$ cat src/rtl/cpu_control_unit_if.sv
// cpu_control_unit_if: control-unit <-> datapath/memory signal bundle.
// master = control unit, slave = datapath side.
interface cpu_control_unit_if;
  logic        start;
  logic [31:0] IR;
  logic        mem_ready;
  logic [15:0] reg_in;
  logic [15:0] reg_out;
  logic        PCout;
  logic        Inc_PC;
  logic        IR_in;
  logic        Y_in;
  logic        Z_in;
  logic        HI_in;
  logic        LO_in;
  logic        MAR_in;
  logic        MDR_in;
  logic        read;
  logic        write;
  logic        ZLOWout;
  logic        ZHIout;
  logic        LOout;
  logic        HIout;
  logic        MDRout;
  logic        Cout;
  logic [3:0]  ALU_select;
  logic        run;
  logic        fault;
  logic        illegal;

  modport master (
    input  start, IR, mem_ready,
    output reg_in, reg_out,
    output PCout, Inc_PC, IR_in, Y_in, Z_in,
    output HI_in, LO_in, MAR_in, MDR_in,
    output read, write,
    output ZLOWout, ZHIout, LOout, HIout,
    output MDRout, Cout,
    output ALU_select, run, fault, illegal
  );

  modport slave (
    output start, IR, mem_ready,
    input  reg_in, reg_out,
    input  PCout, Inc_PC, IR_in, Y_in, Z_in,
    input  HI_in, LO_in, MAR_in, MDR_in,
    input  read, write,
    input  ZLOWout, ZHIout, LOout, HIout,
    input  MDRout, Cout,
    input  ALU_select, run, fault, illegal
  );
endinterface

$ cat src/rtl/cpu_control_unit.sv
// cpu_control_unit: one-micro-step-per-clock sequencer for the single-bus datapath.
// Optional CU_SINGLE_STEP_EN adds a step input and a PAUSE state between instructions.
module cpu_control_unit #(
  parameter int MEM_TIMEOUT = 255
) (
  input logic clk,
  input logic clr,
`ifdef CU_SINGLE_STEP_EN
  input logic step,
`endif
  cpu_control_unit_if.master bus
);

  typedef enum logic [3:0] {
    S_IDLE, S_T0, S_T1, S_T2, S_T3, S_T4, S_T5, S_T6, S_T7,
    S_HALT, S_FAULT, S_PAUSE
  } state_t;

  localparam logic [4:0] OP_LD   = 5'b00000;
  localparam logic [4:0] OP_ST   = 5'b00001;
  localparam logic [4:0] OP_ADDI = 5'b00010;
  localparam logic [4:0] OP_ADD  = 5'b00011;
  localparam logic [4:0] OP_SUB  = 5'b00100;
  localparam logic [4:0] OP_AND  = 5'b00101;
  localparam logic [4:0] OP_OR   = 5'b00110;
  localparam logic [4:0] OP_MUL  = 5'b01000;
  localparam logic [4:0] OP_DIV  = 5'b01001;
  localparam logic [4:0] OP_MFHI = 5'b01010;
  localparam logic [4:0] OP_MFLO = 5'b01011;
  localparam logic [4:0] OP_NOP  = 5'b11000;
  localparam logic [4:0] OP_HALT = 5'b11001;

  localparam logic [15:0] W_TMO_LAST = 16'(MEM_TIMEOUT - 1);

  state_t      r_state;
  state_t      w_next;
  state_t      w_done;
  logic [15:0] r_wcnt;
  logic        r_fault;

  logic [4:0]  w_op;
  logic [15:0] w_ra;
  logic [15:0] w_rb;
  logic [15:0] w_rc;
  logic        w_alu;
  logic        w_addi;
  logic        w_ld;
  logic        w_st;
  logic        w_md;
  logic        w_mfhi;
  logic        w_mflo;
  logic        w_halt;
  logic        w_wait;
  logic        w_tmo;

  assign w_op   = bus.IR[31:27];
  assign w_ra   = 16'd1 << bus.IR[26:23];
  assign w_rb   = 16'd1 << bus.IR[22:19];
  assign w_rc   = 16'd1 << bus.IR[18:15];

  assign w_alu  = (w_op == OP_ADD) || (w_op == OP_SUB) ||
                  (w_op == OP_AND) || (w_op == OP_OR);
  assign w_addi = (w_op == OP_ADDI);
  assign w_ld   = (w_op == OP_LD);
  assign w_st   = (w_op == OP_ST);
  assign w_md   = (w_op == OP_MUL) || (w_op == OP_DIV);
  assign w_mfhi = (w_op == OP_MFHI);
  assign w_mflo = (w_op == OP_MFLO);
  assign w_halt = (w_op == OP_HALT);

  assign w_wait = (r_state == S_T1) ||
                  (r_state == S_T6 && w_ld) ||
                  (r_state == S_T7 && w_st);
  assign w_tmo  = (r_wcnt == W_TMO_LAST);

`ifdef CU_SINGLE_STEP_EN
  assign w_done = S_PAUSE;
`else
  assign w_done = S_T0;
`endif

  always_ff @(posedge clk) begin
    if (clr) begin
      r_state <= S_IDLE;
      r_wcnt  <= '0;
      r_fault <= 1'b0;
    end else begin
      r_state <= w_next;
      // counter restarts on every entry to a wait step
      if (w_wait && !bus.mem_ready)
        r_wcnt <= r_wcnt + 16'd1;
      else
        r_wcnt <= '0;
      if (w_next == S_FAULT)
        r_fault <= 1'b1;
    end
  end

  assign bus.fault = r_fault;
  assign bus.run   = !(r_state == S_IDLE || r_state == S_HALT ||
                       r_state == S_FAULT || r_state == S_PAUSE);

  always_comb begin
    w_next         = r_state;
    bus.reg_in     = '0;
    bus.reg_out    = '0;
    bus.PCout      = 1'b0;
    bus.Inc_PC     = 1'b0;
    bus.IR_in      = 1'b0;
    bus.Y_in       = 1'b0;
    bus.Z_in       = 1'b0;
    bus.HI_in      = 1'b0;
    bus.LO_in      = 1'b0;
    bus.MAR_in     = 1'b0;
    bus.MDR_in     = 1'b0;
    bus.read       = 1'b0;
    bus.write      = 1'b0;
    bus.ZLOWout    = 1'b0;
    bus.ZHIout     = 1'b0;
    bus.LOout      = 1'b0;
    bus.HIout      = 1'b0;
    bus.MDRout     = 1'b0;
    bus.Cout       = 1'b0;
    bus.ALU_select = 4'd0;
    bus.illegal    = 1'b0;

    case (r_state)
      S_IDLE: if (bus.start) w_next = S_T0;
      S_T0: begin
        bus.PCout  = 1'b1;
        bus.MAR_in = 1'b1;
        bus.Inc_PC = 1'b1;
        w_next     = S_T1;
      end
      S_T1: begin
        bus.read = 1'b1;
        if (bus.mem_ready) begin
          bus.MDR_in = 1'b1;
          w_next     = S_T2;
        end else if (w_tmo) begin
          w_next = S_FAULT;
        end
      end
      S_T2: begin
        bus.MDRout = 1'b1;
        bus.IR_in  = 1'b1;
        w_next     = S_T3;
      end
      S_T3: begin
        unique case (1'b1)
          w_alu, w_addi, w_ld, w_st: begin
            bus.reg_out = w_rb;
            bus.Y_in    = 1'b1;
            w_next      = S_T4;
          end
          w_md: begin
            bus.reg_out = w_ra;
            bus.Y_in    = 1'b1;
            w_next      = S_T4;
          end
          w_mfhi: begin
            bus.HIout  = 1'b1;
            bus.reg_in = w_ra;
            w_next     = w_done;
          end
          w_mflo: begin
            bus.LOout  = 1'b1;
            bus.reg_in = w_ra;
            w_next     = w_done;
          end
          w_halt: w_next = S_HALT;
          default: begin
            // undefined opcodes flag illegal and fall through as nop
            bus.illegal = (w_op != OP_NOP);
            w_next      = w_done;
          end
        endcase
      end
      S_T4: begin
        unique case (1'b1)
          w_alu: begin
            bus.reg_out    = w_rc;
            bus.ALU_select = 4'(w_op - OP_ADD);
            bus.Z_in       = 1'b1;
            w_next         = S_T5;
          end
          w_addi, w_ld, w_st: begin
            bus.Cout = 1'b1;
            bus.Z_in = 1'b1;
            w_next   = S_T5;
          end
          w_md: begin
            bus.reg_out    = w_rb;
            bus.ALU_select = (w_op == OP_DIV) ? 4'd5 : 4'd4;
            bus.Z_in       = 1'b1;
            w_next         = S_T5;
          end
          default: w_next = w_done;
        endcase
      end
      S_T5: begin
        unique case (1'b1)
          w_alu, w_addi: begin
            bus.ZLOWout = 1'b1;
            bus.reg_in  = w_ra;
            w_next      = w_done;
          end
          w_ld, w_st: begin
            bus.ZLOWout = 1'b1;
            bus.MAR_in  = 1'b1;
            w_next      = S_T6;
          end
          w_md: begin
            bus.ZLOWout = 1'b1;
            bus.LO_in   = 1'b1;
            w_next      = S_T6;
          end
          default: w_next = w_done;
        endcase
      end
      S_T6: begin
        unique case (1'b1)
          w_ld: begin
            bus.read = 1'b1;
            if (bus.mem_ready) begin
              bus.MDR_in = 1'b1;
              w_next     = S_T7;
            end else if (w_tmo) begin
              w_next = S_FAULT;
            end
          end
          w_st: begin
            bus.reg_out = w_ra;
            bus.MDR_in  = 1'b1;
            w_next      = S_T7;
          end
          w_md: begin
            bus.ZHIout = 1'b1;
            bus.HI_in  = 1'b1;
            w_next     = w_done;
          end
          default: w_next = w_done;
        endcase
      end
      S_T7: begin
        unique case (1'b1)
          w_ld: begin
            bus.MDRout = 1'b1;
            bus.reg_in = w_ra;
            w_next     = w_done;
          end
          w_st: begin
            bus.write = 1'b1;
            if (bus.mem_ready)
              w_next = w_done;
            else if (w_tmo)
              w_next = S_FAULT;
          end
          default: w_next = w_done;
        endcase
      end
      S_HALT:  w_next = S_HALT;
      S_FAULT: w_next = S_FAULT;
`ifdef CU_SINGLE_STEP_EN
      S_PAUSE: if (step) w_next = S_T0;
`endif
      default: w_next = S_IDLE;
    endcase
  end

endmodule
$ cat src/flat_wrapper.sv
// flat-port wrapper written by rule: the top's interface ports become plain ports
module cpu_control_unit_flat 
#(
  parameter int MEM_TIMEOUT = 255
)
  (clk, clr, bus_start, bus_IR, bus_mem_ready, bus_reg_in, bus_reg_out, bus_PCout, bus_Inc_PC, bus_IR_in, bus_Y_in, bus_Z_in, bus_HI_in, bus_LO_in, bus_MAR_in, bus_MDR_in, bus_read, bus_write, bus_ZLOWout, bus_ZHIout, bus_LOout, bus_HIout, bus_MDRout, bus_Cout, bus_ALU_select, bus_run, bus_fault, bus_illegal);
  cpu_control_unit_if bus_i ();
  input logic clk;
  input logic clr;
  input wire logic [$bits(bus_i.start)-1:0] bus_start;
  input wire logic [$bits(bus_i.IR)-1:0] bus_IR;
  input wire logic [$bits(bus_i.mem_ready)-1:0] bus_mem_ready;
  output wire logic [$bits(bus_i.reg_in)-1:0] bus_reg_in;
  output wire logic [$bits(bus_i.reg_out)-1:0] bus_reg_out;
  output wire logic [$bits(bus_i.PCout)-1:0] bus_PCout;
  output wire logic [$bits(bus_i.Inc_PC)-1:0] bus_Inc_PC;
  output wire logic [$bits(bus_i.IR_in)-1:0] bus_IR_in;
  output wire logic [$bits(bus_i.Y_in)-1:0] bus_Y_in;
  output wire logic [$bits(bus_i.Z_in)-1:0] bus_Z_in;
  output wire logic [$bits(bus_i.HI_in)-1:0] bus_HI_in;
  output wire logic [$bits(bus_i.LO_in)-1:0] bus_LO_in;
  output wire logic [$bits(bus_i.MAR_in)-1:0] bus_MAR_in;
  output wire logic [$bits(bus_i.MDR_in)-1:0] bus_MDR_in;
  output wire logic [$bits(bus_i.read)-1:0] bus_read;
  output wire logic [$bits(bus_i.write)-1:0] bus_write;
  output wire logic [$bits(bus_i.ZLOWout)-1:0] bus_ZLOWout;
  output wire logic [$bits(bus_i.ZHIout)-1:0] bus_ZHIout;
  output wire logic [$bits(bus_i.LOout)-1:0] bus_LOout;
  output wire logic [$bits(bus_i.HIout)-1:0] bus_HIout;
  output wire logic [$bits(bus_i.MDRout)-1:0] bus_MDRout;
  output wire logic [$bits(bus_i.Cout)-1:0] bus_Cout;
  output wire logic [$bits(bus_i.ALU_select)-1:0] bus_ALU_select;
  output wire logic [$bits(bus_i.run)-1:0] bus_run;
  output wire logic [$bits(bus_i.fault)-1:0] bus_fault;
  output wire logic [$bits(bus_i.illegal)-1:0] bus_illegal;
  assign bus_i.start = bus_start;
  assign bus_i.IR = bus_IR;
  assign bus_i.mem_ready = bus_mem_ready;
  assign bus_reg_in = bus_i.reg_in;
  assign bus_reg_out = bus_i.reg_out;
  assign bus_PCout = bus_i.PCout;
  assign bus_Inc_PC = bus_i.Inc_PC;
  assign bus_IR_in = bus_i.IR_in;
  assign bus_Y_in = bus_i.Y_in;
  assign bus_Z_in = bus_i.Z_in;
  assign bus_HI_in = bus_i.HI_in;
  assign bus_LO_in = bus_i.LO_in;
  assign bus_MAR_in = bus_i.MAR_in;
  assign bus_MDR_in = bus_i.MDR_in;
  assign bus_read = bus_i.read;
  assign bus_write = bus_i.write;
  assign bus_ZLOWout = bus_i.ZLOWout;
  assign bus_ZHIout = bus_i.ZHIout;
  assign bus_LOout = bus_i.LOout;
  assign bus_HIout = bus_i.HIout;
  assign bus_MDRout = bus_i.MDRout;
  assign bus_Cout = bus_i.Cout;
  assign bus_ALU_select = bus_i.ALU_select;
  assign bus_run = bus_i.run;
  assign bus_fault = bus_i.fault;
  assign bus_illegal = bus_i.illegal;
  cpu_control_unit #(.MEM_TIMEOUT(MEM_TIMEOUT)) u_core (.clk(clk), .clr(clr), .bus(bus_i));
endmodule
$ cat config.mk
export PLATFORM = sky130hd
export DESIGN_NAME = cpu_control_unit_flat
export DESIGN_NICKNAME = d
export VERILOG_FILES = /design/src/rtl/cpu_control_unit_if.sv /design/src/rtl/cpu_control_unit.sv /design/src/flat_wrapper.sv
export SDC_FILE = /design/constraint.sdc
export NUM_CORES = 1
export LEC_CHECK = 0
export CORE_MARGIN = 3
export CORE_UTILIZATION = 38
export DETAILED_ROUTE_END_ITERATION = 8
export PLACE_DENSITY = 0.76
export SLEW_MARGIN = 20
export SYNTH_ARGS = -nofsm -noshare
export SYNTH_HDL_FRONTEND = slang
export SYNTH_SLANG_ARGS = --single-unit
$ cat constraint.sdc
create_clock -name clk -period 4.2 [get_ports clk]
set_input_delay 1.26 -clock clk [delete_from_list [all_inputs] [get_ports clk]]
set_output_delay 1.26 -clock clk [all_outputs]
set_load 0.03 [all_outputs]
== Word-level counts from Yosys, hierarchy flattened ==
Index checks and enable logic that the tools add are counted.
Storage, ports and cells
  flip-flop bits (word level): 21
  bits of input ports: 36
Cells by class
  $add $sub $neg: 2
  equality and inequality tests: 25
  shift-type cells: 3
  multiplexer cells: 49
  bitwise operators: 1
  reductions and logical operators: 25
Operators by type and width (number)
  $pmux W16 S3: 2
  $mux W16: 4
  $pmux W16 S2: 2
  $shl A1 B4 Y16 const A: 3
  $pmux W4 S11: 1
  $mux W4: 7
  $pmux W4 S2: 3
  $mux W1: 23
  $eq A4 B4 Y1 const B: 5
  $eq A5 B4 Y1 const B: 4
  $add A16 B1 Y16 const B: 1
  $eq A16 B8 Y1 const B: 1
  $eq A4 B3 Y1 const B: 4
  $eq A5 B3 Y1 const B: 3
  $eq A5 B2 Y1 const B: 2
  $pmux W1 S2: 5
  $logic_or A1 B1 Y1: 9
  $eq A4 B2 Y1 const B: 2
  $reduce_or A2 Y1: 4
  $reduce_or A8 Y1: 1
  $mux W3: 2
  $reduce_or A3 Y1: 2
  $eq A5 B1 Y1 const B: 1
  $eq A5 B5 Y1 const B: 1
  other kinds (10): 13

== Logic depth before layout (Yosys ltp) ==
  word-level depth: 8
  mapped depth: 8

== Worst setup path after synthesis ==
Ideal clock, no wire load.
  path kind: input to output
  from: in bus_IR[27]
  to: out bus_reg_in[1]
  arrival time: 3077 ps
  required time: 2940 ps
  path slack: -137 ps
  stages on the path: 7
  buffers on the path: 0
  cell sequence: inv_1 > ha_1 > or3_4 > and2_1 > o21ai_0 > o211a_1 > nor4_1
Between the ends
  word-level cells in the longest chain between the ends: 7
  elaborated cells on any way between the ends: 17
Ends and longest elaborated chain
  start, declared: RTL line flat_wrapper.sv:11  | input wire logic [$bits(bus_i.IR)-1:0] bus_IR;
  $eq A5 B2 Y1 or $eq A5 B3 Y1 (tied branches): RTL line cpu_control_unit.sv:61  | assign w_alu = (w_op == OP_ADD) || (w_op == OP_SUB) ||
  $logic_or A1 B1 Y1 (2 in series): RTL line cpu_control_unit.sv:61
  $logic_or A1 B1 Y1: RTL line cpu_control_unit.sv:62  | (w_op == OP_AND) || (w_op == OP_OR);
  $reduce_or A2 Y1
  $mux W16: RTL line cpu_control_unit.sv:202  | unique case (1'b1)
  $pmux W16 S3 (*): RTL line cpu_control_unit.sv:127  | case (r_state)
  end, declared: RTL line flat_wrapper.sv:13  | output wire logic [$bits(bus_i.reg_in)-1:0] bus_reg_in;
Mark *: on every way between the ends. The rest lies on a longest branch, timed or not.

== Final worst setup path ==
  from: in bus_IR[28]
  to: out bus_reg_out[15]
Between the ends
  word-level cells in the longest chain between the ends: 7
  elaborated cells on any way between the ends: 18
Ends and longest elaborated chain
  $eq A5 B2 Y1 or $eq A5 B3 Y1 (tied branches): RTL line cpu_control_unit.sv:61
  $logic_or A1 B1 Y1 (2 in series): RTL line cpu_control_unit.sv:61
  $logic_or A1 B1 Y1: RTL line cpu_control_unit.sv:62
  $reduce_or A4 Y1
  $pmux W16 S2: RTL line cpu_control_unit.sv:150  | unique case (1'b1)
  $pmux W16 S3 (*): RTL line cpu_control_unit.sv:127
  end, declared: RTL line flat_wrapper.sv:14  | output wire logic [$bits(bus_i.reg_out)-1:0] bus_reg_out;
Marks and branches as above.

==> impl_metrics.json <==
{
  "die_x_um": 88.2,
  "synthArstFlopShare_pct": 0,
  "grt.total_usage_pct": 27.8,
  "crit_path_cell_trace": "buf_6, buf_6, ha_4, or4_4, a22oi_4, buf_6, o32ai_1, a221o_2, buf_6",
  "final_cell_count_no_fill": 609,
  "critPathMostFrequentCell": "buf_6",
  "htreeDepth": 1,
  "drv_slew": 0,
  "worstHoldPathType": "reg -> reg",
  "grt_pass1_vias": 3537,
  "endpoint_kind": "output port",
  "place_ws_ps": -1170,
  "seq_area_frac_synth_pct": 16.4,
  "wl_um": 11400,
  "drive_gt1_share_pct": 46.8,
  "ys_types": 57,
  "clk_pin_slew_ps": 70,
  "drc": 0,
  "yosysWarnings": 0,
  "grt_busiest_layer": "met2",
  "relSlewSlack_pct": 56.0,
  "core_sq_mm": 0.00646,
  "grt_use_met2_pct": 47.2,
  "cts-hold-fix-buffers": 0,
  "drt_first_pass_iters": 5,
  "cts_buffers": 3,
  "area_delta_synth_final_pct": 81.2,
  "critical_path_arrival_ps": 3260,
  "worst_slew_pin_slew_ps": 659,
  "num_rows": 29,
  "drt_iter0_drc": 526,
  "leakagePower_nw": 1.86,
  "grt_max_degree": 21,
  "fin_skew_ps": 3.57,
  "nets": 575,
  "ir_drop_mv": 0.173,
  "avgSynthCellArea_sq_um": 7.02,
  "slowest_stage": "or4_4",
  "boundaryPins": 92,
  "maxCapViolations": 0,
  "grt_setup_unrepaired": "yes",
  "overflow": 0,
  "portBuffers": 76,
  "finalHoldViolations": 0,
  "status": "finished with violations",
  "diodes": 0,
  "power_density_mw_per_mm2": 131,
  "cts-root-buf": "clkbuf_8",
  "finalSetupViolations": 34,
  "clock.fmax_mhz": 221,
  "dp_cells": 589,
  "synth.cell_area_sq_mm": 0.00257,
  "criticalPathCategory": "in -> out",
  "die_h_um": 88.2,
  "ant_nets": 0,
  "worstSkewPairLatency_ps": 260,
  "cts.sinks": 21,
  "grtUsageMet3_pct": 4.10,
  "violations": "negative setup slack",
  "start_util_pct": 39.8,
  "syn_nets": 408,
  "startpoint_type": "primary input",
  "timing.final.ws_setup_ps": -320,
  "synth_edf_count": 0,
  "fin_crit_sh_pct": 108,
  "synth_ff_type": "dfxtp_1",
  "yosys_register_bits": 21,
  "vias_per_cell": 6.22,
  "wl_per_cell_um": 18.7,
  "required_ps": 2940,
  "syn_inst": 366,
  "via_count": 3786,
  "place.gp.congestion": 0.891,
  "max_stage_delay_ps": 550,
  "finalCriticalPeriod_ps": 4520,
  "grt_use_met1_pct": 36.4,
  "antenna_found_initial": 0,
  "grt_pass1_wl_um": 17500,
  "dp_hpwl_um": 7530,
  "cts_tree": "done",
  "critical_path_peak_fanout": 4,
  "fill_cells": 452,
  "cts_max_path_buffers": 2,
  "die-area_sq_mm": 0.00779
}
[path summary, 6_finish.rpt]
check | to | cells past startpoint | slack [ps] | start
worst min register to register | u_core.bus.fault | 2 | 470 | u_core.bus.fault
worst min-delay path | u_core.bus.fault | 2 | 470 | u_core.bus.fault
worst max register to register | u_core.bus.fault | 7 | 2080 | u_core.r_wcnt[0]
worst max-delay path | bus_reg_out[15] | 9 | -320 | bus_IR[28]
[cells in the mapped netlist (4+ instances only)]
cell type / number / share of area (%)
nor4_1: 5 / 1.2
nand2b_1: 11 / 2.7
inv_1: 14 / 2.0
nand4_1: 6 / 1.5
ha_1: 6 / 2.9
nand3_1: 17 / 3.3
nand2_1: 34 / 5.0
dfxtp_1: 21 / 16
clkbuf_1: 15 / 2.2
a22oi_1: 15 / 4.4
xnor2_1: 6 / 2.0
and2_1: 4 / 0.97
o221ai_1: 14 / 4.8
nor3_1: 13 / 2.5
a31oi_1: 4 / 0.97
nor2_1: 64 / 9.3
buf_2: 5 / 0.97
a21oi_1: 6 / 1.2
o32ai_1: 6 / 2.0
nor2b_1: 13 / 3.2
xor2_1: 10 / 3.4
and3_1: 6 / 1.5
o21ai_0: 8 / 1.6
a32oi_1: 11 / 3.7
[sequential cells by signal (all words and copies together) (netlist names)]
register	cells
u_core.r_wcnt	16
u_core.r_state	4
u_core.bus.fault	1
[placed cells by master, fill, tap and decap left out, types with 3 or more instances in the layout]
master           netlist  routed
and4b_1                3       3
buf_12                 0       4
o221ai_2               0      13
o21ai_0                8       6
and3_1                 6       6
nand4_1                6       6
ha_1                   6       3
clkbuf_8               0       3
a32oi_1               11       5
buf_6                  2      34
o32ai_2                0       3
nor3_1                13       9
a22oi_2                1      12
ha_4                   0       3
a31oi_1                4       3
nor3b_4                1       5
or2_2                  3       3
nor3_4                 1       3
a32oi_2                0       5
a22oi_1               15       5
o32ai_1                6       3
buf_4                  3     121
nor2b_1               13      13
nor2_1                64      61
a21oi_1                6       6
clkdlybuf4s50_1        0      20
xnor2_1                6       6
nor3_2                 2       4
nand3_1               17      16
dfxtp_1               21      21
nand2b_1              11      11
inv_1                 14      12
xor2_1                10      10
or3_4                  2       3
nand2_1               34      33
[metrics by stage]
step / instance area [sq um] / utilization [%] / hold WS (ps) / setup TNS, ps / total power, W
after floorplan: 2670 / - / 441 / -274 / 0.000315
after global routing: 4660 / 72.1 / 496 / -7540 / 0.000629
after CTS: 4560 / 70.5 / 482 / -3220 / 0.000588
final: 4660 / 72.1 / 475 / -5870 / 0.000610
after detailed placement: 4090 / 63.3 / 456 / -37580 / 0.000425
after global placement: 4090 / 63.3 / 456 / -34500 / 0.000420
[layout make-up]
cell class	instances	area, sq um	share of cell area [%]
clock buffers	3	41.3	0.887
clock inverters	1	5.00	0.107
inverters	14	55.1	1.18
multi-input cells	307	2410	51.8
flip-flops and latches	21	420	9.03
well taps	77	96.3	2.07
repair buffers	186	1630	35.0
[timing repair]
item | CTS | global route
pin swaps | 33 | 11
gates resized for setup | 267 | 36
setup buffers | 15 | 2
setup endpoints to repair | 46 | 39
cloned | 2 | 0
[power breakdown]
part,internal (W),switching (W),total (W)
sequential,0.000201,0.00000718,0.000208
combinational,0.000128,0.000142,0.000269
clock,0.0000661,0.0000663,0.000132
[per-layer routing]
layer	part of all wire [%]	routed length, um	vias to the layer above
met5	0	0	-
met4	3.9	444	0
met3	9.3	1060	60
met2	47	5380	288
met1	40	4530	1745
li1	-	-	1693
[cells by family (layout without fill, tap and decap cells)]
kind of cell               Yosys count  in the layout  share of synthesized area [%]
and+or+nand+nor                    201            201                           42.5
DFF                                 21             21                           16.4
AOI/OAI and AO/OA                   83             84                           25.8
adders and majority gates            6              6                           2.92
buffers and inverters               39            204                           6.96
xor gates and xnor gates            16             16                           5.45
[worst max-delay path, delay by kind of cell]
family          cells  cell delay, ps
fa+ha+maj           1             160
simple gates        1             550
compound gates      3             770
buf+inv             4             520
Power figures use the tool's default switching activity.
